[src/rtl/trax_move_tx.sv]
// TRAX move transmitter: converts a 22-bit move word to ASCII Trax notation and sends it as UART 8N1.
// Define TRAX_MOVE_TX_NEWLINE_EN to append a line-feed (0x0A) terminator to every move.
module trax_move_tx #(
  parameter int unsigned CLKS_PER_BIT = 87
) (
  input  logic        clock,
  input  logic        reset,
  input  logic        start_transmit,
  input  logic [21:0] move_in,
  output logic        tx,
  output logic        busy,
  output logic        done,
  output logic        err
);

  typedef enum logic [2:0] {IDLE, CONVERT, LOAD, SEND, DONE} state_t;

  localparam logic [15:0] TIMER_MAX = 16'(CLKS_PER_BIT - 1);

  state_t      state, state_n;
  logic [9:0]  bin_q, bin_n;
  logic [15:0] bcd_q, bcd_n, bcd_adj;
  logic [3:0]  cnt_q, cnt_n;
  logic [1:0]  tile_q, tile_n;
  logic [4:0]  col_q, col_n;
  logic [55:0] frame_q, frame_n, load_frame;
  logic [2:0]  left_q, left_n, load_n, ndig;
  logic [15:0] timer_q, timer_n;
  logic [3:0]  idx_q, idx_n;
  logic [7:0]  tile_char;
  logic        tx_n, busy_n, done_n, err_n, illegal;

  function automatic logic bit_of(input logic [3:0] idx, input logic [7:0] ch);
    if (idx == 4'd0)      return 1'b0;
    else if (idx >= 4'd9) return 1'b1;
    else                  return ch[3'(idx - 4'd1)];
  endfunction

  assign illegal = (move_in[21:20] == 2'd3) || (move_in[9:0] > 10'd26);

  always_comb begin
    bcd_adj = bcd_q;
    for (int unsigned i = 0; i < 4; i++)
      if (bcd_q[4*i +: 4] >= 4'd5) bcd_adj[4*i +: 4] = bcd_q[4*i +: 4] + 4'd3;
  end

  // Character list is packed LSB-first so SEND can shift out one byte per character.
  always_comb begin
    load_frame = '0;
    if (bcd_q[15:12] != 4'd0)    ndig = 3'd4;
    else if (bcd_q[11:8] != 4'd0) ndig = 3'd3;
    else if (bcd_q[7:4] != 4'd0)  ndig = 3'd2;
    else                          ndig = 3'd1;
    case (tile_q)
      2'd0:    tile_char = 8'h2B;
      2'd1:    tile_char = 8'h2F;
      default: tile_char = 8'h5C;
    endcase
    load_frame[7:0] = 8'h40 + {3'b000, col_q};
    for (int unsigned i = 0; i < 4; i++)
      if (i < 32'(ndig))
        load_frame[8*(i+1) +: 8] = {4'h3, bcd_q[4*(32'(ndig) - 1 - i) +: 4]};
    load_frame[8*(32'(ndig) + 1) +: 8] = tile_char;
`ifdef TRAX_MOVE_TX_NEWLINE_EN
    load_frame[8*(32'(ndig) + 2) +: 8] = 8'h0A;
    load_n = ndig + 3'd3;
`else
    load_n = ndig + 3'd2;
`endif
  end

  always_comb begin
    state_n = state;
    bin_n   = bin_q;
    bcd_n   = bcd_q;
    cnt_n   = cnt_q;
    tile_n  = tile_q;
    col_n   = col_q;
    frame_n = frame_q;
    left_n  = left_q;
    timer_n = timer_q;
    idx_n   = idx_q;
    err_n   = 1'b0;
    case (state)
      IDLE: begin
        if (start_transmit) begin
          if (illegal) begin
            err_n = 1'b1;
          end else begin
            state_n = CONVERT;
            bin_n   = move_in[19:10];
            bcd_n   = '0;
            cnt_n   = '0;
            tile_n  = move_in[21:20];
            col_n   = move_in[4:0];
          end
        end
      end
      CONVERT: begin
        {bcd_n, bin_n} = {bcd_adj, bin_q} << 1;
        cnt_n = cnt_q + 4'd1;
        if (cnt_q == 4'd9) state_n = LOAD;
      end
      LOAD: begin
        frame_n = load_frame;
        left_n  = load_n;
        timer_n = '0;
        idx_n   = '0;
        state_n = SEND;
      end
      SEND: begin
        if (timer_q == TIMER_MAX) begin
          timer_n = '0;
          if (idx_q == 4'd9) begin
            idx_n = '0;
            if (left_q == 3'd1) begin
              state_n = DONE;
            end else begin
              left_n  = left_q - 3'd1;
              frame_n = frame_q >> 8;
            end
          end else begin
            idx_n = idx_q + 4'd1;
          end
        end else begin
          timer_n = timer_q + 16'd1;
        end
      end
      DONE:    state_n = IDLE;
      default: state_n = IDLE;
    endcase
    tx_n   = (state_n == SEND) ? bit_of(idx_n, frame_n[7:0]) : 1'b1;
    busy_n = state_n inside {CONVERT, LOAD, SEND};
    done_n = (state_n == DONE);
  end

  always_ff @(posedge clock) begin
    if (reset) begin
      state   <= IDLE;
      bin_q   <= '0;
      bcd_q   <= '0;
      cnt_q   <= '0;
      tile_q  <= '0;
      col_q   <= '0;
      frame_q <= '0;
      left_q  <= '0;
      timer_q <= '0;
      idx_q   <= '0;
      tx      <= 1'b1;
      busy    <= 1'b0;
      done    <= 1'b0;
      err     <= 1'b0;
    end else begin
      state   <= state_n;
      bin_q   <= bin_n;
      bcd_q   <= bcd_n;
      cnt_q   <= cnt_n;
      tile_q  <= tile_n;
      col_q   <= col_n;
      frame_q <= frame_n;
      left_q  <= left_n;
      timer_q <= timer_n;
      idx_q   <= idx_n;
      tx      <= tx_n;
      busy    <= busy_n;
      done    <= done_n;
      err     <= err_n;
    end
  end

endmodule

[config.mk]
export PLATFORM = sky130hd
export DESIGN_NAME = trax_move_tx
export DESIGN_NICKNAME = d
export VERILOG_FILES = /design/src/rtl/trax_move_tx.sv
export SDC_FILE = /design/constraint.sdc
export NUM_CORES = 1
export LEC_CHECK = 0
export CAP_MARGIN = 20
export CORE_MARGIN = 8
export CORE_UTILIZATION = 40
export CTS_CLUSTER_SIZE = 30
export DETAILED_ROUTE_END_ITERATION = 8
export GPL_ROUTABILITY_DRIVEN = 1
export PLACE_DENSITY = 0.53
export SETUP_SLACK_MARGIN = 0.1
export SYNTH_ARGS = -nofsm -noshare
export SYNTH_HDL_FRONTEND = slang
export SYNTH_SLANG_ARGS = --single-unit
[constraint.sdc]
create_clock -name clock -period 4.5 [get_ports clock]
set_input_delay 0.9 -clock clock [delete_from_list [all_inputs] [get_ports clock]]
set_output_delay 0.9 -clock clock [all_outputs]
set_load 0.05 [all_outputs]
==> metrics.cfg <==
[job]
maxCapViolations=0

[finish]
finalNetCount=797
instances_no_fill=949
antenna_cells=0
drive_gt1_share_pct=7.712
fin_area_sq_um=6929
syn_to_final_growth_pct=16.47

[logic_synthesis]
synth_edf_count=0
synth.distinct_cells=67
synth_nets=799
synth_async_sr_flop_share_pct=0
synthCells=755
ys_ff_latch=116
synth_ff_type=dfxtp_1
syn_area_per_cell_sq_um=7.880
syn_area_sq_um=5949
yosysSeqAreaShare_pct=39.03
yosysWarningCount=0

[clocking]
cts_tree=yes
post_cts_resized=0
clockBufferDepth=2
cts_root_buffer=clkbuf_16
cts_buffers=17
clkTransAtPathRegs_ns=0.05
cts.sinks=116
clk_latency_ns=0.42
postCtsSetupRepairBufs=0
htreeDepth=4
holdBufCountCts=0

[global_routing]
gr-usage-all-layers_pct=17.03
grt_antenna_before_repair=0
grt_pass1_wl_mm=25.62
grt-ovfl-total=0
grt_max_degree=88
grt_pass1_vias=5063

[worst_setup_path]
critPathArrivalTime_ns=3.63
endpoint_kind=register
worstSetupPathType=register to register
r2r_start=timer_q[0]$_SDFFE_PP0N_
cp-endpoint=tx$_SDFF_PP1_
worstSetupStartpointType=register
reg2reg_slack_ns=1.16
startpoint=timer_q[0]$_SDFFE_PP0N_
r2r_cells=13
critPathMaxFanout=7
r2r_end=tx$_SDFF_PP1_
worstPathRequired_ns=4.79

[route]
dr_total_vias=5415
antenna_left=0
totalWireLength_mm=15.80
remaining_drc_errors=0
drt-initial-drc-count=368
routedWlPerCell_um=16.65
viasPerCell=5.706
firstDrtPassIters=4

[placement]
hpwl_mm=10.79
placed_area_sq_um=6281
io_buffers=28
dp_slack_ns=1.322
gp_congestion=0.8194
dp_cells=918

[timing]
slew_viol_final=0
tns_ns=0
min_period_ns=3.335
setup_viol=0
period_share_pct=74.11
max_freq_mhz=299.8
timing.final.ws_setup_ns=1.165
hold_viol=0
slew_headroom_pct=35.53
skew_ns=0.008923
worstMarginPinSlew_ns=0.9671
rsz0062_at_grt=no

[die]
coreArea_sq_um=14530
core.rowCount=44
die_x_um=138.0
ios=29
initial_core_util_pct=40.93
die_area_sq_um=19030
die_y_um=138.0

[pwr]
power_density_nw_per_um2=371.6
p_total_mw=2.575
cellLeakagePower_nw=2.334
peakVddDrop_v=0.0002619

[status]
outcome=finished, final reports clean

[min_path]
hold_class=register to register

## flip-flops by register name (all words and copies together) (netlist names)
register,flops
frame_q,49
bcd_q,16
timer_q,16
bin_q,10
col_q,5
cnt_q,4
idx_q,4
left_q,3
state,3
tile_q,2
busy,1
done,1
err,1
tx,1
## report_power, final
group          switching, mW  leakage, nW  internal [mW]
logic                 0.0328         1.08         0.0251
registers            0.00106        0.934           1.03
clock network          0.468        0.319           1.02
## placed cells by master, fill, tap and decap left out, types with 3 or more instances in the layout
| master | Yosys | final |
|---|---|---|
| a211oi_1 | 7 | 7 |
| a21oi_1 | 80 | 80 |
| a221oi_1 | 15 | 15 |
| a22oi_1 | 30 | 30 |
| a311oi_1 | 4 | 4 |
| a31oi_1 | 16 | 16 |
| a41oi_1 | 3 | 3 |
| and2_1 | 10 | 10 |
| and3_1 | 6 | 6 |
| buf_4 | 2 | 11 |
| bufinv_16 | 0 | 5 |
| clkbuf_16 | 0 | 17 |
| clkbuf_8 | 0 | 3 |
| clkdlybuf4s50_1 | 0 | 27 |
| clkinv_2 | 0 | 4 |
| dfxtp_1 | 116 | 116 |
| ha_1 | 19 | 19 |
| inv_1 | 20 | 20 |
| nand2_1 | 92 | 92 |
| nand2b_1 | 10 | 10 |
| nand3_1 | 22 | 22 |
| nand3b_1 | 6 | 6 |
| nand4_1 | 4 | 4 |
| nor2_1 | 93 | 93 |
| nor2b_1 | 9 | 9 |
| nor3_1 | 16 | 16 |
| nor3b_1 | 10 | 10 |
| nor4_1 | 9 | 9 |
| nor4bb_1 | 3 | 3 |
| o211ai_1 | 8 | 8 |
| o21ai_0 | 36 | 36 |
| o22ai_1 | 3 | 3 |
| or3_1 | 3 | 3 |
| xnor2_1 | 4 | 4 |
## critical path, cell delays in order, from the launching register on
cell,delay (ns)
dfxtp_1,0.32
inv_1,0.09
ha_1,0.16
and4bb_2,0.28
and4_2,0.34
mux2_1,0.38
and2_1,0.28
ha_1,0.40
inv_1,0.11
nor2_1,0.13
a2bb2oi_1,0.25
a31oi_1,0.09
a221oi_2,0.31
a211oi_2,0.07
## how the worst min path moves through the flow
stage,start,cells after the start,end
floorplan,frame_q[51]$_SDFFE_PP0P_,1,frame_q[51]$_SDFFE_PP0P_
global placement,left_q[1]$_SDFFE_PP0P_,2,left_q[1]$_SDFFE_PP0P_
detailed placement,frame_q[51]$_SDFFE_PP0P_,1,frame_q[51]$_SDFFE_PP0P_
CTS,frame_q[22]$_SDFFE_PP0P_,2,frame_q[22]$_SDFFE_PP0P_
global route,frame_q[11]$_SDFFE_PP0P_,2,frame_q[11]$_SDFFE_PP0P_
finish,frame_q[22]$_SDFFE_PP0P_,2,frame_q[22]$_SDFFE_PP0P_
## cells in the mapped netlist, types with 3 or more instances
master	instances	share of area, %
a211oi_1	7	0.88
a21oi_1	80	6.7
a221oi_1	15	2.2
a22oi_1	30	3.8
a311oi_1	4	0.59
a31oi_1	16	1.7
a41oi_1	3	0.44
and2_1	10	1.1
and3_1	6	0.63
buf_2	6	0.50
buf_6	3	0.57
clkbuf_1	46	2.9
dfxtp_1	116	39
ha_1	19	4.0
inv_1	20	1.3
nand2_1	92	5.8
nand2b_1	10	1.1
nand3_1	22	1.9
nand3b_1	6	0.76
nand4_1	4	0.42
nor2_1	93	5.9
nor2b_1	9	0.95
nor3_1	16	1.3
nor3b_1	10	1.3
nor4_1	9	0.95
nor4bb_1	3	0.50
o211ai_1	8	1.0
o21ai_0	36	3.0
o22ai_1	3	0.32
or3_1	3	0.32
xnor2_1	4	0.59
## per-layer routing
layer / wire length (um) / track usage (%) / up-vias
met1: 7456 / 21.01 / 2620
met4: 227 / 6.507 / 0
met5: 0 / 0 / -
met2: 7651 / 28.16 / 83
li1: - / - / 2692
met3: 467 / 3.986 / 20
## cell type report
| cell class | count | area (sq um) |
|---|---|---|
| Clock buffer | 21 | 470.5 |
| Clock inverter | 10 | 177.7 |
| Fill cell | 1465 | 7605 |
| Inverter | 21 | 78.83 |
| Multi-Input combinational cell | 559 | 3297 |
| Sequential cell | 116 | 2322 |
| Tap cell | 184 | 230.2 |
| Timing Repair Buffer | 38 | 352.8 |
## through the flow
| stage | util [%] | hold slack (ns) |
|---|---|---|
| floorplan | - | 0.4296 |
| global placement | 43.22 | 0.4410 |
| detailed placement | 43.22 | 0.4449 |
| CTS | 47.68 | 0.4527 |
| global route | 47.68 | 0.4628 |
| finish | 47.68 | 0.4486 |
## cell families (layout without fill, tap and decap cells)
logic type	Yosys count	count (layout)	synth area share, %
muxes	3	3	0.5258
DFF	116	116	39.03
xor gates and xnor gates	6	6	0.8833
adders and majority gates	19	19	3.996
other	2	2	0.1262
buffers and inverters	80	90	5.699
and+or+nand+nor	305	305	25.09
AOI/OAI and AO/OA	224	224	24.65
(Power assumes the default switching activity.)
